<file path="config.mk">
export PLATFORM = sky130hd
export DESIGN_NAME = window_buffer_9x9_ctrl
export DESIGN_NICKNAME = d
export VERILOG_FILES = /design/src/rtl/window_buffer_9x9_ctrl.sv
export SDC_FILE = /design/constraint.sdc
export NUM_CORES = 1
export LEC_CHECK = 0
export ABC_AREA = 1
export CAP_MARGIN = 20
export CORE_MARGIN = 1.5
export CORE_UTILIZATION = 55
export DETAILED_ROUTE_END_ITERATION = 8
export PLACE_DENSITY = 0.77
export RECOVER_POWER = 100
export SLEW_MARGIN = 20
export SYNTH_ARGS = -nofsm -noshare
export SYNTH_HDL_FRONTEND = slang
export SYNTH_SLANG_ARGS = --single-unit
</file>
<file path="constraint.sdc">
create_clock -name clk -period 2 [get_ports clk]
set_input_delay 0.5 -clock clk [delete_from_list [all_inputs] [get_ports clk]]
set_output_delay 0.5 -clock clk [all_outputs]
set_load 0.03 [all_outputs]
</file>
<file path="src/rtl/window_buffer_9x9_ctrl.sv">
// Control path for a 9x9 sliding-window buffer: tracks column/band position,
// gates column accepts into the datapath and tags each complete window.
module window_buffer_9x9_ctrl #(
  parameter int COLS = 640,
  parameter int ROWS = 480
) (
  input  logic       clk,
  input  logic       rst,
  input  logic       start_i,
  input  logic       in_valid_i,
  output logic       count_en_o,
  output logic       win_valid_o,
  output logic [9:0] win_col_o,
  output logic [9:0] win_row_o,
  output logic       busy_o,
  output logic       done_o,
  output logic       err_o
);

  typedef enum logic [2:0] {
    IDLE,
    WAIT_ROW,
    ROW,
    FLUSH,
    ERR
  } state_t;

  localparam logic [9:0] LAST_COL  = 10'(COLS - 1);
  localparam logic [9:0] LAST_BAND = 10'(ROWS - 9);

  state_t     state_reg;
  logic [9:0] col_cnt_reg;
  logic [9:0] band_cnt_reg;
  logic       flush_cnt_reg;

  // First pipeline stage mirrors the datapath's one-cycle input delay.
  logic       p1_valid_reg;
  logic [9:0] p1_col_reg;
  logic [9:0] p1_row_reg;

  logic       win_ready;

  assign count_en_o = in_valid_i && (state_reg == WAIT_ROW || state_reg == ROW);
  assign busy_o     = (state_reg != IDLE);
  // A window completes once eight earlier columns are already in the buffer.
  assign win_ready  = count_en_o && (col_cnt_reg >= 10'd8);

  always_ff @(posedge clk) begin
    if (rst) begin
      state_reg     <= IDLE;
      col_cnt_reg   <= '0;
      band_cnt_reg  <= '0;
      flush_cnt_reg <= 1'b0;
      p1_valid_reg  <= 1'b0;
      p1_col_reg    <= '0;
      p1_row_reg    <= '0;
      win_valid_o   <= 1'b0;
      win_col_o     <= '0;
      win_row_o     <= '0;
      done_o        <= 1'b0;
      err_o         <= 1'b0;
    end else begin
      done_o <= 1'b0;

      p1_valid_reg <= win_ready;
      if (win_ready) begin
        p1_col_reg <= col_cnt_reg - 10'd8;
        p1_row_reg <= band_cnt_reg;
      end

      win_valid_o <= p1_valid_reg;
      if (p1_valid_reg) begin
        win_col_o <= p1_col_reg;
        win_row_o <= p1_row_reg;
      end

      case (state_reg)
        IDLE: begin
          if (start_i) begin
            state_reg    <= WAIT_ROW;
            col_cnt_reg  <= '0;
            band_cnt_reg <= '0;
            err_o        <= 1'b0;
          end
        end

        WAIT_ROW: begin
          if (in_valid_i) begin
            state_reg   <= ROW;
            col_cnt_reg <= 10'd1;
          end
        end

        ROW: begin
          if (in_valid_i) begin
            if (col_cnt_reg == LAST_COL) begin
              col_cnt_reg <= '0;
              if (band_cnt_reg == LAST_BAND) begin
                state_reg     <= FLUSH;
                flush_cnt_reg <= 1'b0;
              end else begin
                band_cnt_reg <= band_cnt_reg + 10'd1;
                state_reg    <= WAIT_ROW;
              end
            end else begin
              col_cnt_reg <= col_cnt_reg + 10'd1;
            end
          end else begin
            // Mid-row gap: the buffered columns are no longer contiguous.
            state_reg    <= ERR;
            err_o        <= 1'b1;
            p1_valid_reg <= 1'b0;
            win_valid_o  <= 1'b0;
          end
        end

        FLUSH: begin
          if (!flush_cnt_reg) begin
            flush_cnt_reg <= 1'b1;
            done_o        <= 1'b1;
          end else begin
            flush_cnt_reg <= 1'b0;
            state_reg     <= IDLE;
          end
        end

        ERR: begin
          p1_valid_reg <= 1'b0;
          win_valid_o  <= 1'b0;
          if (start_i) begin
            state_reg    <= WAIT_ROW;
            col_cnt_reg  <= '0;
            band_cnt_reg <= '0;
            err_o        <= 1'b0;
          end
        end

        default: state_reg <= IDLE;
      endcase
    end
  end

endmodule

</file>
## Word-level counts from Yosys, hierarchy flattened

Index checks and enable logic that the tools add are counted.

| operators by class | value |
|---|---|
| magnitude comparators | 1 |
| add/sub/neg operators | 3 |
| eq/ne operators | 15 |
| reduce and logical (&&, ||, !) cells | 15 |
| bitwise logic cells | 1 |
| multiplexer cells | 28 |

Operator list:

| operator | count |
|---|---|
| $mux W10 | 7 |
| $pmux W10 S3 | 1 |
| $add A10 B1 Y10 const B | 2 |
| $pmux W10 S2 | 1 |
| $mux W3 | 5 |
| $pmux W3 S4 | 1 |
| $reduce_and A4 Y1 | 3 |
| $eq A10 B10 Y1 const B | 1 |
| $eq A10 B9 Y1 const B | 1 |
| $ge A10 B4 Y1 const B | 1 |
| $ne A2 B2 Y1 const B | 5 |
| $sub A10 B4 Y10 const B | 1 |
| $mux W1 | 8 |
| $pmux W1 S2 | 4 |
| $eq A3 B2 Y1 const B | 2 |
| $ne A2 B1 Y1 const B | 3 |
| $reduce_bool A3 Y1 | 2 |
| $reduce_and A5 Y1 | 1 |
| $reduce_bool A2 Y1 | 2 |
| $reduce_or A2 Y1 | 2 |
| $eq A3 B1 Y1 const B | 1 |
| $eq A3 B3 Y1 const B | 1 |
| $logic_not A3 Y1 | 1 |
| $ne A3 B2 Y1 const B | 1 |
| other kinds (5) | 6 |

| word-level totals | value |
|---|---|
| input bits | 4 |
| flip-flop bits (word level) | 68 |
| output and inout port bits | 25 |

## Logic depth before layout (Yosys ltp)

| depth | value |
|---|---|
| depth in word-level cells | 6 |
| gate-level depth with buffers | 10 |
| gate-level depth less buffers | 10 |

## Least setup slack after synthesis

OpenSTA, ideal clock, no wires.

| timing | value |
|---|---|
| path kind | reg-to-reg |
| start point | register state_reg[1] |
| end point | register p1_col_reg[0] |
| slack | 501 ps |
| data required time | 1,884 ps |
| period minus slack after synthesis | 1,499 ps |
| buffers on the path | 1 |
| cell stages (with the launch flop) | 7 |
| setup time | 116 ps |
| arrival time | 1,384 ps |
| cells stage by stage | dfxtp_1 nand3_4 a21oi_4 nand2_2 buf_2 o21ai_0 nor2_1 |

| between the ends | value |
|---|---|
| word-level cells in the longest chain between the ends | 4 |
| elaborated cells on any way between the ends | 5 |
| classes of those cells | eq/ne (2); reduce/logical (3) |

RTL lines:

| item | RTL line | source |
|---|---|---|
| from (decl) | 31 | `state_t state_reg;` |
| from (signal assigned) | 50 | `state_reg <= IDLE;` |
| from (signal assigned) | 80 | `state_reg <= WAIT_ROW;` |
| from (signal assigned) | 89 | `state_reg <= ROW;` |
| $eq A3 B1 Y1 or $eq A3 B2 Y1 (tied branches) | 43 | `assign count_en_o = in_valid_i && (state_reg == WAIT_ROW \|\| state_reg == ROW);` |
| $logic_or A1 B1 Y1 (*) | 43 |  |
| $logic_and A1 B1 Y1 (*) | 43 |  |
| via count_en_o | 11 | `output logic count_en_o,` |
| $logic_and A1 B1 Y1 (*) | 46 | `assign win_ready = count_en_o && (col_cnt_reg >= 10'd8);` |
| to (signal assigned) | 67 | `p1_col_reg <= col_cnt_reg - 10'd8;` |
| to (decl) | 38 | `logic [9:0] p1_col_reg;` |

Mark *: on every way through the listed nets, which the timed path passes. The rest lies on a longest branch.
A chain may end at the register's enable or synchronous reset.

## Worst setup path after layout

| timing | value |
|---|---|
| start point | register err_o |
| end point | output err_o |

RTL lines:

| item | RTL line | source |
|---|---|---|
| from (decl) | 17 | `output logic err_o` |
| from (signal assigned) | 61 | `err_o <= 1'b0;` |
| from (signal assigned) | 83 | `err_o <= 1'b0;` |
| from (signal assigned) | 111 | `err_o <= 1'b1;` |

No word-level cell between the ends.

==> metrics <==
GRT Residual Overflow=0; Mapped Cells=457; RSZ-0062 raised after global routing=no; switching pwr=1.27 mW; synth top area cells=dfxtp_1 (42%), nor2_1 (13%), nand2_1 (11%), o21ai_0 (5.7%), inv_1 (3.9%); top cell type's share of synthesized area=42.1%; dominant cell by count in the synthesized netlist=nor2_1; clock slew at reported path FFs=0.07 ns; Crit path max-delay family=buffers and inverters; Design Power=3.45 mW; max-slew violations=0; Hold Slack=0.469 ns; Clk network pwr share=26.9%; final net count=499; Tmin final=1.92 ns; Final Wtd Congestion=0.967; Port Buffers=28; status=finished clean; FF-to-FF Start=state_reg[0]$_SDFFE_PP0P_; arrival time worst endpoint=1.42 ns; Yosys reg bits=68; Cell variety after synth=32; critical hold path startpoint=p1_col_reg[6]$_SDFFE_PP0P_; die area=0.00634 mm²; largest family of logic cells by synthesized area=simple AND/OR/NAND/NOR gates; via count=2,917; clock sink count=68; worst reg2reg path depth=9; Die W=79.7 µm; leak pwr=1.68 nW; Post-Synth XOR/XNOR Area=1.63%; Synth Area in Adders=1.94%; Final WS setup=0.0783 ns; CP Class=reg -> out; DRT Pass-1 Iters=4; Initial Utilization=58.0%; DR iter-0 viols=148; TritonCTS clock tree=done; Main synth FF type=dfxtp_1; Synth Net Count=466; fmax=520 MHz; Seq/Total Area, Yosys=42.1%; Max Cap Viol=0; core area=0.00557 mm²; Ys Warns=0; end of the worst hold path=p1_col_reg[6]$_SDFFE_PP0P_; CP cell instances=dlygate4sd3_1; Worst Path Required=1.50 ns; Switching Share=36.8%; area leader, netlist=dfxtp_1; mux share of post-synthesis cell area=0%; CP Launch Type=flip-flop; Post-synth ARST share=0%; Clock H-tree levels=3; ant diodes=0; Power Density=921 mW/mm²; CTS Hold Buffers Added=0; Die H=79.7 µm; first-pass GRT wire length=11,900 µm; Buf+Inv Stages, Crit Path=1; Post-synth EDFFs=0; Rows=27; DRC violations left=0; Pint=2.18 mW; Worst Skew=0.00747 ns; R2R setup slack=0.19 ns; period utilization=96.1%; Final Hold Vio Count=0; Total Routing Usage GR=24.1%; initial antenna violation count=0; IO Count=29; DP HPWL=4850 µm; pin count of the biggest net entering global routing=40; CTS Root Cell=clkbuf_8; post-synthesis simple-gate area fraction=36.2%; worst min-delay path class=reg -> reg; Slew @ Worst Pin=0.687 ns; reg-to-reg critical path endpoint=col_cnt_reg[5]$_SDFFE_PP0P_; drt wl/cell=12.0 µm; worst-path maximum fanout=2; Slew Limit Headroom=54.2%; clock buffer depth=2; synthesized area=0.00323 mm²; logic gate share of total power=30.0%; Setup Viol. Count Final=0; vias in the first global route=2,730; detail-routed via count per cell=5.15; layout cells sized above 1=9.11%; drt total wl=6770 µm; Post-Syn Area per Cell=7.07 µm²; synthesis-to-layout area growth=15.8%; part of the power in registers=43.1%; hold depth=2; crit path capture type=primary output; TNS Setup=0 ns; worst skew pair latency=0.34 ns; VDD IR max=0.000800 V; cts bufs inserted=9; Antenna Nets Post-Route=0; worst slack, placed=0.107 ns; Compound-Gate Fraction of Synth Area=11.1%; Worst path max stage delay=0.74 ns; top post-synthesis cells by count=nor2_1 (111), nand2_1 (92), dfxtp_1 (68), o21ai_0 (37), inv_1 (34); CP max stage cell=dlygate4sd3_1
==> routing by layer <==
metal	global-route usage (%)	up-vias	part of all wire [%]
met2	38.8	60	45
li1	-	1525	-
met5	0	-	0
met3	5.60	10	4.8
met1	31.1	1322	48
met4	9.82	0	1.8
==> power by group through the flow <==
| stage | Sequential, mW | Combinational (mW) | Clock [mW] |
|---|---|---|---|
| 2_1_floorplan | 1.50 | 0.824 | 0 |
| 3_3_place_gp | 1.51 | 1.05 | 0 |
| 3_5_place_dp | 1.52 | 1.07 | 0 |
| 4_1_cts | 1.49 | 1.07 | 0.952 |
| 5_1_grt | 1.50 | 1.15 | 1.01 |
| 6_report | 1.49 | 1.03 | 0.929 |
==> metrics by stage <==
stage               instances  area (µm²)  utilization (%)
finish                    566        3740             67.2
global route              566        3740             67.2
CTS                       565        3770             67.7
detailed placement        550        3610             64.8
global placement          550        3610             64.8
floorplan                 457        3230                -
==> layout make-up <==
type / count / area (µm²)
clock buffers: 10 / 128
clock inverters: 5 / 30.0
fillers: 520 / 1830
inverters: 41 / 156
multi-input cells: 333 / 1620
flip-flops and latches: 68 / 1360
well taps: 72 / 90.1
repair buffers: 37 / 359
==> placed cells by master (no fill, tap or decap), drive strengths merged <==
master / netlist / layout
clkdlybuf4s50: 0 / 3
clkbuf: 11 / 13
nand4: 10 / 10
dlygate4sd2: 0 / 1
nand3: 25 / 25
clkinv: 0 / 3
clkinvlp: 0 / 2
inv: 41 / 41
xor2: 5 / 5
nand3b: 1 / 1
dfxtp: 68 / 68
nor3: 2 / 2
o21bai: 1 / 1
nor2: 117 / 117
a2111oi: 1 / 1
ha: 5 / 5
a21oi: 20 / 20
xnor2: 1 / 1
dlygate4sd3: 0 / 23
buf: 4 / 7
o21ai: 46 / 46
nand2: 98 / 98
nor3b: 1 / 1
==> kinds of logic (layout without fill, tap and decap cells) <==
logic type                 count (synthesis)  count (layout)
and+or+nand+nor                          254             254
AOI/OAI and AO/OA                         68              68
DFF                                       68              68
buffers and inverters                     56              93
xor gates and xnor gates                   6               6
adders and majority gates                  5               5
==> timing repair <==
action                                 CTS  global route
setup buffers                            0             1
pin swaps                                0             1
resized for setup                        2             0
setup endpoints to repair                1             1
endpoints found under the hold margin    0             0
==> how the worst max path moves through the flow <==
stage	start	to	cells after the start
2_1_floorplan	state_reg[1]$_SDFFE_PP0P_	p1_col_reg[0]$_SDFFE_PP0P_	6
6_report	err_o$_SDFFE_PP0P_	err_o	1
3_3_place_gp	in_valid_i	state_reg[1]$_SDFFE_PP0P_	7
5_1_grt	state_reg[0]$_SDFFE_PP0P_	col_cnt_reg[5]$_SDFFE_PP0P_	9
3_5_place_dp	in_valid_i	state_reg[1]$_SDFFE_PP0P_	7
4_1_cts	state_reg[2]$_SDFFE_PP0P_	count_en_o	4
Note: power is estimated with default switching activity, not from simulation.
